==> src/rtl/reg_bus_initiator.sv <==
// Valid/ready command front end that drives a single-strobe register peripheral (en/state/rd_data/wr_data).
// Optional build macro REG_BUS_PUSH_ACK_EN: when defined, pushes also return a response carrying the pushed value.
module reg_bus_initiator #(
   parameter int DATA_WIDTH     = 16,
   parameter int EN_HIGH_CYCLES = 5,
   parameter int EN_LOW_CYCLES  = 5
) (
   input  logic                  clk,
   input  logic                  reset,
   input  logic                  cmd_valid,
   output logic                  cmd_ready,
   input  logic                  cmd_dir,
   input  logic [DATA_WIDTH-1:0] cmd_data,
   output logic                  rsp_valid,
   input  logic                  rsp_ready,
   output logic [DATA_WIDTH-1:0] rsp_data,
   output logic                  bus_en,
   output logic                  bus_state,
   output logic [DATA_WIDTH-1:0] bus_rd_data,
   input  logic [DATA_WIDTH-1:0] bus_wr_data,
   output logic                  busy
);

   localparam int CNT_MAX = (EN_HIGH_CYCLES > EN_LOW_CYCLES) ? EN_HIGH_CYCLES : EN_LOW_CYCLES;
   localparam int CNT_W   = (CNT_MAX > 1) ? $clog2(CNT_MAX) : 1;
   localparam logic [CNT_W-1:0] HIGH_LOAD = CNT_W'(EN_HIGH_CYCLES - 1);
   localparam logic [CNT_W-1:0] LOW_LOAD  = CNT_W'(EN_LOW_CYCLES - 1);

   typedef enum logic [1:0] {
      ST_IDLE   = 2'd0,
      ST_STROBE = 2'd1,
      ST_GAP    = 2'd2
   } state_t;

   state_t                state_q, state_d;
   logic [CNT_W-1:0]      cnt_q, cnt_d;
   logic [DATA_WIDTH-1:0] data_q, data_d;
   logic                  bus_state_q, bus_state_d;
   logic [DATA_WIDTH-1:0] bus_rd_data_q, bus_rd_data_d;
   logic                  rsp_valid_q, rsp_valid_d;
   logic [DATA_WIDTH-1:0] rsp_data_q, rsp_data_d;
   logic                  cmd_ready_q, cmd_ready_d;
   logic                  accept;

   always_ff @(posedge clk) begin
      if (reset) begin
         state_q       <= ST_IDLE;
         cnt_q         <= '0;
         data_q        <= '0;
         bus_state_q   <= 1'b0;
         bus_rd_data_q <= '0;
         rsp_valid_q   <= 1'b0;
         rsp_data_q    <= '0;
         cmd_ready_q   <= 1'b0;
      end else begin
         state_q       <= state_d;
         cnt_q         <= cnt_d;
         data_q        <= data_d;
         bus_state_q   <= bus_state_d;
         bus_rd_data_q <= bus_rd_data_d;
         rsp_valid_q   <= rsp_valid_d;
         rsp_data_q    <= rsp_data_d;
         cmd_ready_q   <= cmd_ready_d;
      end
   end

   always_comb begin
      state_d       = state_q;
      cnt_d         = cnt_q;
      data_d        = data_q;
      bus_state_d   = bus_state_q;
      bus_rd_data_d = bus_rd_data_q;
      rsp_valid_d   = rsp_valid_q;
      rsp_data_d    = rsp_data_q;
      accept        = cmd_valid & cmd_ready_q;

      if (rsp_valid_q && rsp_ready) begin
         rsp_valid_d = 1'b0;
      end

      case (state_q)
         ST_IDLE: begin
            if (accept) begin
               bus_state_d = cmd_dir;
               data_d      = cmd_data;
               cnt_d       = HIGH_LOAD;
               state_d     = ST_STROBE;
            end
         end
         ST_STROBE: begin
            if (cnt_q == '0) begin
               cnt_d   = LOW_LOAD;
               state_d = ST_GAP;
               if (bus_state_q) begin
                  rsp_valid_d = 1'b1;
                  rsp_data_d  = bus_wr_data;
               end else begin
                  bus_rd_data_d = data_q;
`ifdef REG_BUS_PUSH_ACK_EN
                  rsp_valid_d = 1'b1;
                  rsp_data_d  = data_q;
`endif
               end
            end else begin
               cnt_d = cnt_q - CNT_W'(1);
            end
         end
         ST_GAP: begin
            if (cnt_q == '0) begin
               state_d = ST_IDLE;
            end else begin
               cnt_d = cnt_q - CNT_W'(1);
            end
         end
         default: begin
            state_d = ST_IDLE;
         end
      endcase

      // Ready is registered from next-state so a pending response blocks acceptance without a comb path from rsp_ready.
      cmd_ready_d = (state_d == ST_IDLE) && !rsp_valid_d;
   end

   assign cmd_ready   = cmd_ready_q;
   assign rsp_valid   = rsp_valid_q;
   assign rsp_data    = rsp_data_q;
   assign bus_en      = (state_q == ST_STROBE);
   assign bus_state   = bus_state_q;
   assign bus_rd_data = bus_rd_data_q;
   assign busy        = (state_q != ST_IDLE);

endmodule

==> config.mk <==
export PLATFORM = sky130hd
export DESIGN_NAME = reg_bus_initiator
export DESIGN_NICKNAME = d
export VERILOG_FILES = /design/src/rtl/reg_bus_initiator.sv
export SDC_FILE = /design/constraint.sdc
export NUM_CORES = 1
export LEC_CHECK = 0
export CAP_MARGIN = 20
export CORE_ASPECT_RATIO = 1.2
export CORE_UTILIZATION = 48
export DETAILED_ROUTE_END_ITERATION = 8
export GPL_TIMING_DRIVEN = 0
export PLACE_DENSITY_LB_ADDON = 0.05
export SKIP_CTS_REPAIR_TIMING = 1
export SYNTH_ARGS = -nofsm -noshare
export SYNTH_HDL_FRONTEND = slang
export SYNTH_SLANG_ARGS = --single-unit
==> constraint.sdc <==
create_clock -name clk -period 2.9 [get_ports clk]
set_clock_uncertainty 0.15 [all_clocks]
set_input_delay 0.29 -clock clk [delete_from_list [all_inputs] [get_ports clk]]
set_output_delay 0.29 -clock clk [all_outputs]
set_load 0.01 [all_outputs]
==> results of run 1 <==
[worst max-delay path, stage by stage, from the launching register on]
cell and delay (ns):
dfxtp_1 0.41, inv_1 0.13, ha_1 0.26, inv_1 0.07, clkdlybuf4s50_1 0.52
[report_power, final]
group / internal, mW / switching [mW] / total, mW
registers: 0.819 / 0.0371 / 0.856
clock network: 0.194 / 0.241 / 0.436
logic: 0.181 / 0.209 / 0.390
total: 1.19 / 0.488 / 1.68
[state kept, by name, indices dropped and copies added (netlist names)]
| name | count |
|---|---|
| rsp_valid | 1 |
| rsp_data | 16 |
| bus_rd_data | 16 |
| bus_state | 1 |
| data_q | 16 |
| cnt_q | 3 |
| cmd_ready | 1 |
| state_q | 2 |
[cells by family after synthesis]
| logic type | Yosys count | share of synthesized area |
|---|---|---|
| AND/OR/NAND/NOR | 116 | 0.228 |
| buffers and inverters | 23 | 0.0516 |
| flip-flops | 56 | 0.519 |
| AO/OA/AOI/OAI | 63 | 0.166 |
| adder cells (fa/ha/maj) | 6 | 0.0348 |
[cells in the final DEF, fill, tap and decap left out, types with 3 or more instances in the layout]
cell / count
clkbuf_1: 8
ha_1: 6
a21oi_1: 51
dfxtp_1: 56
clkdlybuf4s50_1: 72
inv_1: 8
buf_2: 5
clkbuf_8: 6
nand2_1: 98
and2_1: 3
nand3_1: 3
[worst max-delay path by stage]
stage	from	endpoint	slack (ns)	cells past startpoint
2_1_floorplan	state_q[1]	cnt_q[0]	1.15	7
4_1_cts	state_q[1]	busy	0.77	4
3_3_place_gp	state_q[1]	cmd_ready	1.01	6
6_report	state_q[1]	busy	0.77	4
3_5_place_dp	state_q[1]	cmd_ready	1.00	6
5_1_grt	state_q[1]	busy	0.70	4
[routing by layer]
metal	part of all wire	vias up	global-route usage	wire, µm
li1	-	1020	-	-
met1	0.43	901	0.246	2050
met2	0.51	49	0.370	2430
met3	0.046	9	0.0449	221
met4	0.017	0	0.0808	83
met5	0	-	0	0
[final cells by class]
cell class,instances,area [µm²]
repair buffers,72,721
fillers,365,1250
plain buffers,15,81.3
flip-flops and latches,56,1120
multi-input cells,185,927
clock buffers,7,86.3
inverters,8,30.0
well taps,56,70.1
clock inverters,1,7.51
[per-stage QoR]
stage / cells / hold slack (ns) / setup slack [ns] / util / power (mW)
floorplan: 264 / 0.276 / 1.15 / - / 1.11
global placement: 392 / 0.287 / 1.01 / 0.687 / 1.25
detailed placement: 392 / 0.294 / 1.00 / 0.687 / 1.26
CTS: 400 / 0.215 / 0.772 / 0.709 / 1.69
global route: 400 / 0.270 / 0.699 / 0.709 / 1.77
finish: 400 / 0.203 / 0.773 / 0.709 / 1.68
==> results.ini, run 1 <==
[logic_synthesis]
ys_ff_latch = 56
yosysWarnings = 0
yosysTopAreaCell = dfxtp_1
synth_async_sr_flop_share = 0
yosysMostFrequentCell = nand2_1
synth_nets = 307
synth_area_um2 = 2160
synth_edf_count = 0
synth_area_leaders = dfxtp_1 52%, nand2_1 17%, a21oi_1 12%, ha_1 3.5%, inv_1 1.4%
postSynthCellCount = 264
ys.flop_type = dfxtp_1
netlist_top_cells_count = 98 x nand2_1, 56 x dfxtp_1, 51 x a21oi_1, 8 x inv_1, 7 x clkbuf_1
synth_cell_type_count = 29
ys_seq_area_frac = 0.519
synth_top_cell_area_share = 0.519
synth_area_per_cell_um2 = 8.18

[global_route]
grt_max_degree = 17
grt_pass1_wl_mm = 7.72
gr-total-overflow = 0
antenna_found_initial = 0
grt_pass1_vias = 1710
grt_usage = 0.207

[min_path]
hold_path_depth = 2
hp-class = input pin to register
whs_endpoint = cmd_ready
hp-start = reset

[drt]
wl_per_cell_um = 12.0
drc_errors = 0
dr.pass1.iters = 4
drtIter0Drc = 120
viasPerCell = 4.95
drtAntennaViolNets = 0
via_count = 1979
routed_wl_mm = 4.79

[final_layout]
fin_nets = 386
fin_area_um2 = 3040
area_delta_synth_final_pct = 41.0
drive_above_1_share = 0.0669
num_antenna_cells = 0

[die]
num_io_pins = 74
core_area_um2 = 4290
start_util = 0.503
chipHeight_um = 75.5
fp.dieW_um = 63.2
die_area_um2 = 4770
fp-row-count = 26

[timing]
finalSetupViolCount = 0
relSlewSlack = 0.690
fmax_mhz = 470
period_share = 0.733
slew_viol_final = 0
finalSetupTns_ns = 0
fin_crit_ns = 2.13
hold_viol_final = 0
rsz0062_at_grt = no
worst_pin_slew_ns = 0.464

[worst_setup_path]
timing.rr.end = data_q[9]
crit_fanout = 5
cp-start-kind = register
critPathKind = register to output pin
cp-end-kind = output pin
r2r_cells = 6
r2r_setup_slack_ns = 0.97
worst_ep_arrival_time_ns = 1.69
crit_required_ns = 2.46
r2r-start = state_q[1]

[clock_tree]
path_clk_slew_ns = 0.08
htree_levels = 2
cts.sinks = 56
cts_buffer_depth = 2
root_buffer = clkbuf_8
cts_tree = built
cts_buffers = 5
clock_latency_ns = 0.30

[power]
p_leak_nw = 1.06
p_per_area_nw_per_um2 = 552
vdd_drop_max_uv = 321

[placed_design]
dp_hpwl_mm = 3.55
port-buffer-count = 72
gp_congestion = 0.905
dpl_cell_area_um2 = 2950

[run_status]
status = complete, no violations

[job]
max_cap_violations = 0

Power figures use the tool's default switching activity.
==> inputs of run 2 (changes only) <==
CORE_UTILIZATION = 45   (was 48)
clock period = 2.2 ns   (was 2.9 ns; I/O delays follow)
==> run 2 against run 1 <==
Compared with the run above:
- clock-buffer cell count unchanged
- worst hold slack worse by 0.026 ns
- non-clock buffer count unchanged
- highest routed layer unchanged
- largest cell class unchanged
- first-iteration DRC count down 35%
- via count down 0.25%
==> results.ini, run 2 (synthesis results as in run 1) <==
[run_status]
status = complete, no violations

[timing]
hold_viol_final = 0
fin_crit_ns = 2.05
worst_pin_slew_ns = 0.473
finalSetupViolCount = 0
relSlewSlack = 0.685
slew_viol_final = 0
rsz0062_at_grt = no
fmax_mhz = 488
period_share = 0.932
finalSetupTns_ns = 0
setup_slack_ns = 0.149

[placed_design]
dpl_cell_area_um2 = 2950
dp_hpwl_mm = 3.46
gp_congestion = 0.919
dpl_worst_slack_ns = 0.275
port-buffer-count = 72

[drt]
viasPerCell = 4.91
met3_length_um = 230
drt-met1-wl_mm = 2.20
via_count = 1974
drtIter0Drc = 78
wl_per_cell_um = 11.9
dr.pass1.iters = 4
drc_errors = 0
highest_layer = met4
drtAntennaViolNets = 0
routed_wl_mm = 4.78
route.met2.wl_mm = 2.29

[clock_tree]
cts_buffer_depth = 2
clock_latency_ns = 0.30
path_clk_slew_ns = 0.10
cts_buffers = 5
htree_levels = 2
cts.sinks = 56
root_buffer = clkbuf_8
cts_tree = built

[min_path]
hold_path_depth = 2
hp-start = reset
whs_endpoint = cmd_ready
hp-class = input pin to register

[power]
p_comb_frac = 0.233
pwr-share-seq = 0.515
p_clk_frac = 0.252
switchingPower_mw = 0.642
p_per_area_nw_per_um2 = 720
internal_power_mw = 1.54
p_leak_nw = 1.06
swShare = 0.294
vdd_drop_max_uv = 365

[final_layout]
drive_above_1_share = 0.0640
fin_nets = 386
final_common_cell = nand2_1
nFillCells = 422
num_antenna_cells = 0
finish.utilization = 0.661
most-common-layout-cells = 98 x nand2_1, 72 x clkdlybuf4s50_1, 56 x dfxtp_1
multi_input_area_um2 = 927
area.sequential_um2 = 1120
fin_area_um2 = 3040
area_delta_synth_final_pct = 40.7

[worst_setup_path]
crit_fanout = 5
slowest_stage = clkdlybuf4s50_1
cp-end-kind = output pin
worst_ep_arrival_time_ns = 1.68
r2r_setup_slack_ns = 0.27
timing.rr.end = data_q[6]
crit_start = state_q[1]
crit_chain = inv_1 -> ha_1 -> inv_1 -> clkdlybuf4s50_1
r2r-start = state_q[1]
cpMostUsedCell = inv_1
cp-start-kind = register
critPathKind = register to output pin
r2r_cells = 6
crit_required_ns = 1.83
slowest_delay_ns = 0.53

[die]
fp.dieW_um = 65.2
fp-row-count = 27
num_io_pins = 74
chipHeight_um = 77.9
core_area_um2 = 4590
start_util = 0.470
die_area_um2 = 5080

[global_route]
antenna_found_initial = 0
grt_max_degree = 17
grt_pass1_wl_mm = 8.07
gr-total-overflow = 0
grt_pass1_vias = 1760
grt_usage = 0.205

[job]
max_cap_violations = 0

run 2: changes by cell type in the layout (fill, tap and decap cells not counted):
cell	before	now
clkbuf_1	8	9
clkbuf_8	6	5
clkinv_4	0	1
clkinvlp_4	1	0
run 2: worst max-delay path by stage:
stage | end | cells after the start
floorplan | cnt_q[0] | 7
global placement | cmd_ready | 6
detailed placement | cmd_ready | 6
CTS | busy | 4
global route | busy | 4
finish | busy | 4
run 2: worst max-delay path: cells and delay by family, from the launching register on:
family	cells	cell delay [ns]
buffers and inverters	3	0.71
adder cells (fa/ha/maj)	1	0.25
flip-flops	1	0.41
run 2: cell type report:
class | instances | area share
flip-flops and latches | 56 | 0.369
inverters | 8 | 0.00988
well taps | 58 | 0.0239
multi-input cells | 185 | 0.305
clock inverters | 1 | 0.00288
plain buffers | 15 | 0.0268
clock buffers | 7 | 0.0251
repair buffers | 72 | 0.237
run 2: per-layer routing:
| layer | global-route usage | vias up |
|---|---|---|
| li1 | - | 1022 |
| met1 | 0.259 | 902 |
| met2 | 0.334 | 46 |
| met3 | 0.0500 | 4 |
| met4 | 0.0717 | 0 |
| met5 | 0 | - |
run 2: power by group through the flow:
stage          clock network (mW)  logic (mW)  registers [mW]
2_1_floorplan                   0       0.307            1.15
3_3_place_gp                    0       0.508            1.15
3_5_place_dp                    0       0.515            1.15
4_1_cts                     0.563       0.517            1.13
5_1_grt                     0.610       0.571            1.14
6_report                    0.550       0.509            1.13
run 2: per-stage QoR:
step,std cells,hold WS (ns),power (mW)
after global placement,394,0.287,1.66
after CTS,402,0.193,2.21
after floorplan,264,0.206,1.46
after global routing,402,0.225,2.32
after detailed placement,394,0.294,1.66
final,402,0.177,2.19
==> inputs of run 3 (changes only) <==
CORE_ASPECT_RATIO = default   (was 1.2)
==> run 3 against run 2 <==
Compared with the run above:
- the run now ends with DRC left
- via count grew 0.86%
- sequential share of layout area is 0.061 points higher
- total power is 0.29% higher
- final cell count down 1.5%
- non-clock buffer count unchanged
- critical path depth is the same
- worst setup slack worse by 0.0082 ns
==> results.ini, run 3 (synthesis results as in run 1) <==
[run_status]
status = finished with violations
violations = DRC

[worst_setup_path]
slowest_stage = clkdlybuf4s50_1
crit_chain = inv_1 -> ha_1 -> inv_1 -> clkdlybuf4s50_1
cpMostUsedCell = inv_1
cp-start-kind = register
critPathKind = register to output pin
crit_required_ns = 1.83
crit_fanout = 5
slowest_delay_ns = 0.53
cp-end-kind = output pin
worst_ep_arrival_time_ns = 1.69

[drt]
via_count = 1991
drtAntennaViolNets = 0
drtIter0Drc = 129
drc_errors = 7
dr.pass1.iters = 7
routed_wl_mm = 4.98
viasPerCell = 5.03
wl_per_cell_um = 12.6

[placed_design]
dpl_cell_area_um2 = 2950
dp_hpwl_mm = 3.55
gp_congestion = 0.874
port-buffer-count = 72

[final_layout]
finish.utilization = 0.678
fin_nets = 386
fin_area_um2 = 3030
num_antenna_cells = 0
drive_above_1_share = 0.0698
most-common-layout-cells = 98 x nand2_1, 72 x clkdlybuf4s50_1, 56 x dfxtp_1
area_delta_synth_final_pct = 40.4
final_common_cell = nand2_1

[clock_tree]
cts_buffer_depth = 2
root_buffer = clkbuf_8
clock_latency_ns = 0.31
cts_tree = built
htree_levels = 2
cts.sinks = 56
cts_buffers = 5
path_clk_slew_ns = 0.10

[global_route]
grt_pass1_wl_mm = 8.22
gr-total-overflow = 0
grt_pass1_vias = 1740
grt_usage = 0.209
grt_max_degree = 18
antenna_found_initial = 0

[timing]
finalSetupViolCount = 0
relSlewSlack = 0.673
fmax_mhz = 486
fin_hold_ws_ns = 0.193
rsz0062_at_grt = no
fin_crit_ns = 2.06
hold_viol_final = 0
period_share = 0.936
slew_viol_final = 0
finalSetupTns_ns = 0
worst_pin_slew_ns = 0.490

[die]
num_io_pins = 74
start_util = 0.483
die_area_um2 = 5080
fp-row-count = 24
core_area_um2 = 4470
fp.dieW_um = 71.3
chipHeight_um = 71.3

[power]
vdd_drop_max_uv = 516
p_leak_nw = 1.06
total_power_mw = 2.19
p_per_area_nw_per_um2 = 723

[job]
max_cap_violations = 0

[min_path]
hp-class = input pin to register

## run 3: cell count changes in the layout (fill, tap and decap cells not counted), sizes merged
cell | previous run | this run
clkinv | 1 | 3
clkbuf | 14 | 12
## run 3: final cells by class
type | count | area (µm²)
Tap cell | 52 | 65.1
Inverter | 8 | 30.0
Multi-Input combinational cell | 185 | 927
Buffer | 15 | 81.3
Fill cell | 409 | 1440
Clock inverter | 3 | 18.8
Timing Repair Buffer | 72 | 721
Sequential cell | 56 | 1120
Clock buffer | 5 | 68.8
## run 3: final timing paths
kind	end	depth (start not counted)	slack [ns]	startpoint
worst max-delay path	busy	4	0.14	state_q[0]
worst min-delay path	cmd_ready	2	0.19	reset
worst max register to register	cmd_ready	6	0.24	state_q[1]
worst min register to register	bus_rd_data[6]	2	0.30	data_q[6]
## run 3: layer usage
metal	vias to the layer above	global-route usage	share of wire
met5	-	0	0
met4	0	0.0867	0.018
met3	8	0.0492	0.063
met2	57	0.313	0.45
met1	909	0.292	0.47
li1	1017	-	-
## run 3: report_power, final
group / total (mW) / internal, mW / switching (mW)
clock: 0.553 / 0.223 / 0.330
sequential: 1.13 / 1.08 / 0.0489
combinational: 0.511 / 0.238 / 0.274
total: 2.19 / 1.54 / 0.653
## run 3: through the flow
| step | setup WS, ns | std cells |
|---|---|---|
| CTS | 0.143 | 396 |
| global route | 0.0647 | 396 |
| finish | 0.141 | 396 |
| floorplan | 0.450 | 264 |
| detailed placement | 0.292 | 388 |
| global placement | 0.272 | 388 |
## run 3: worst max-delay path, delay by kind of cell (launching register included)
kind,cells,cell delay [ns]
buffers and inverters,3,0.70
flip-flops,1,0.43
adder cells (fa/ha/maj),1,0.26
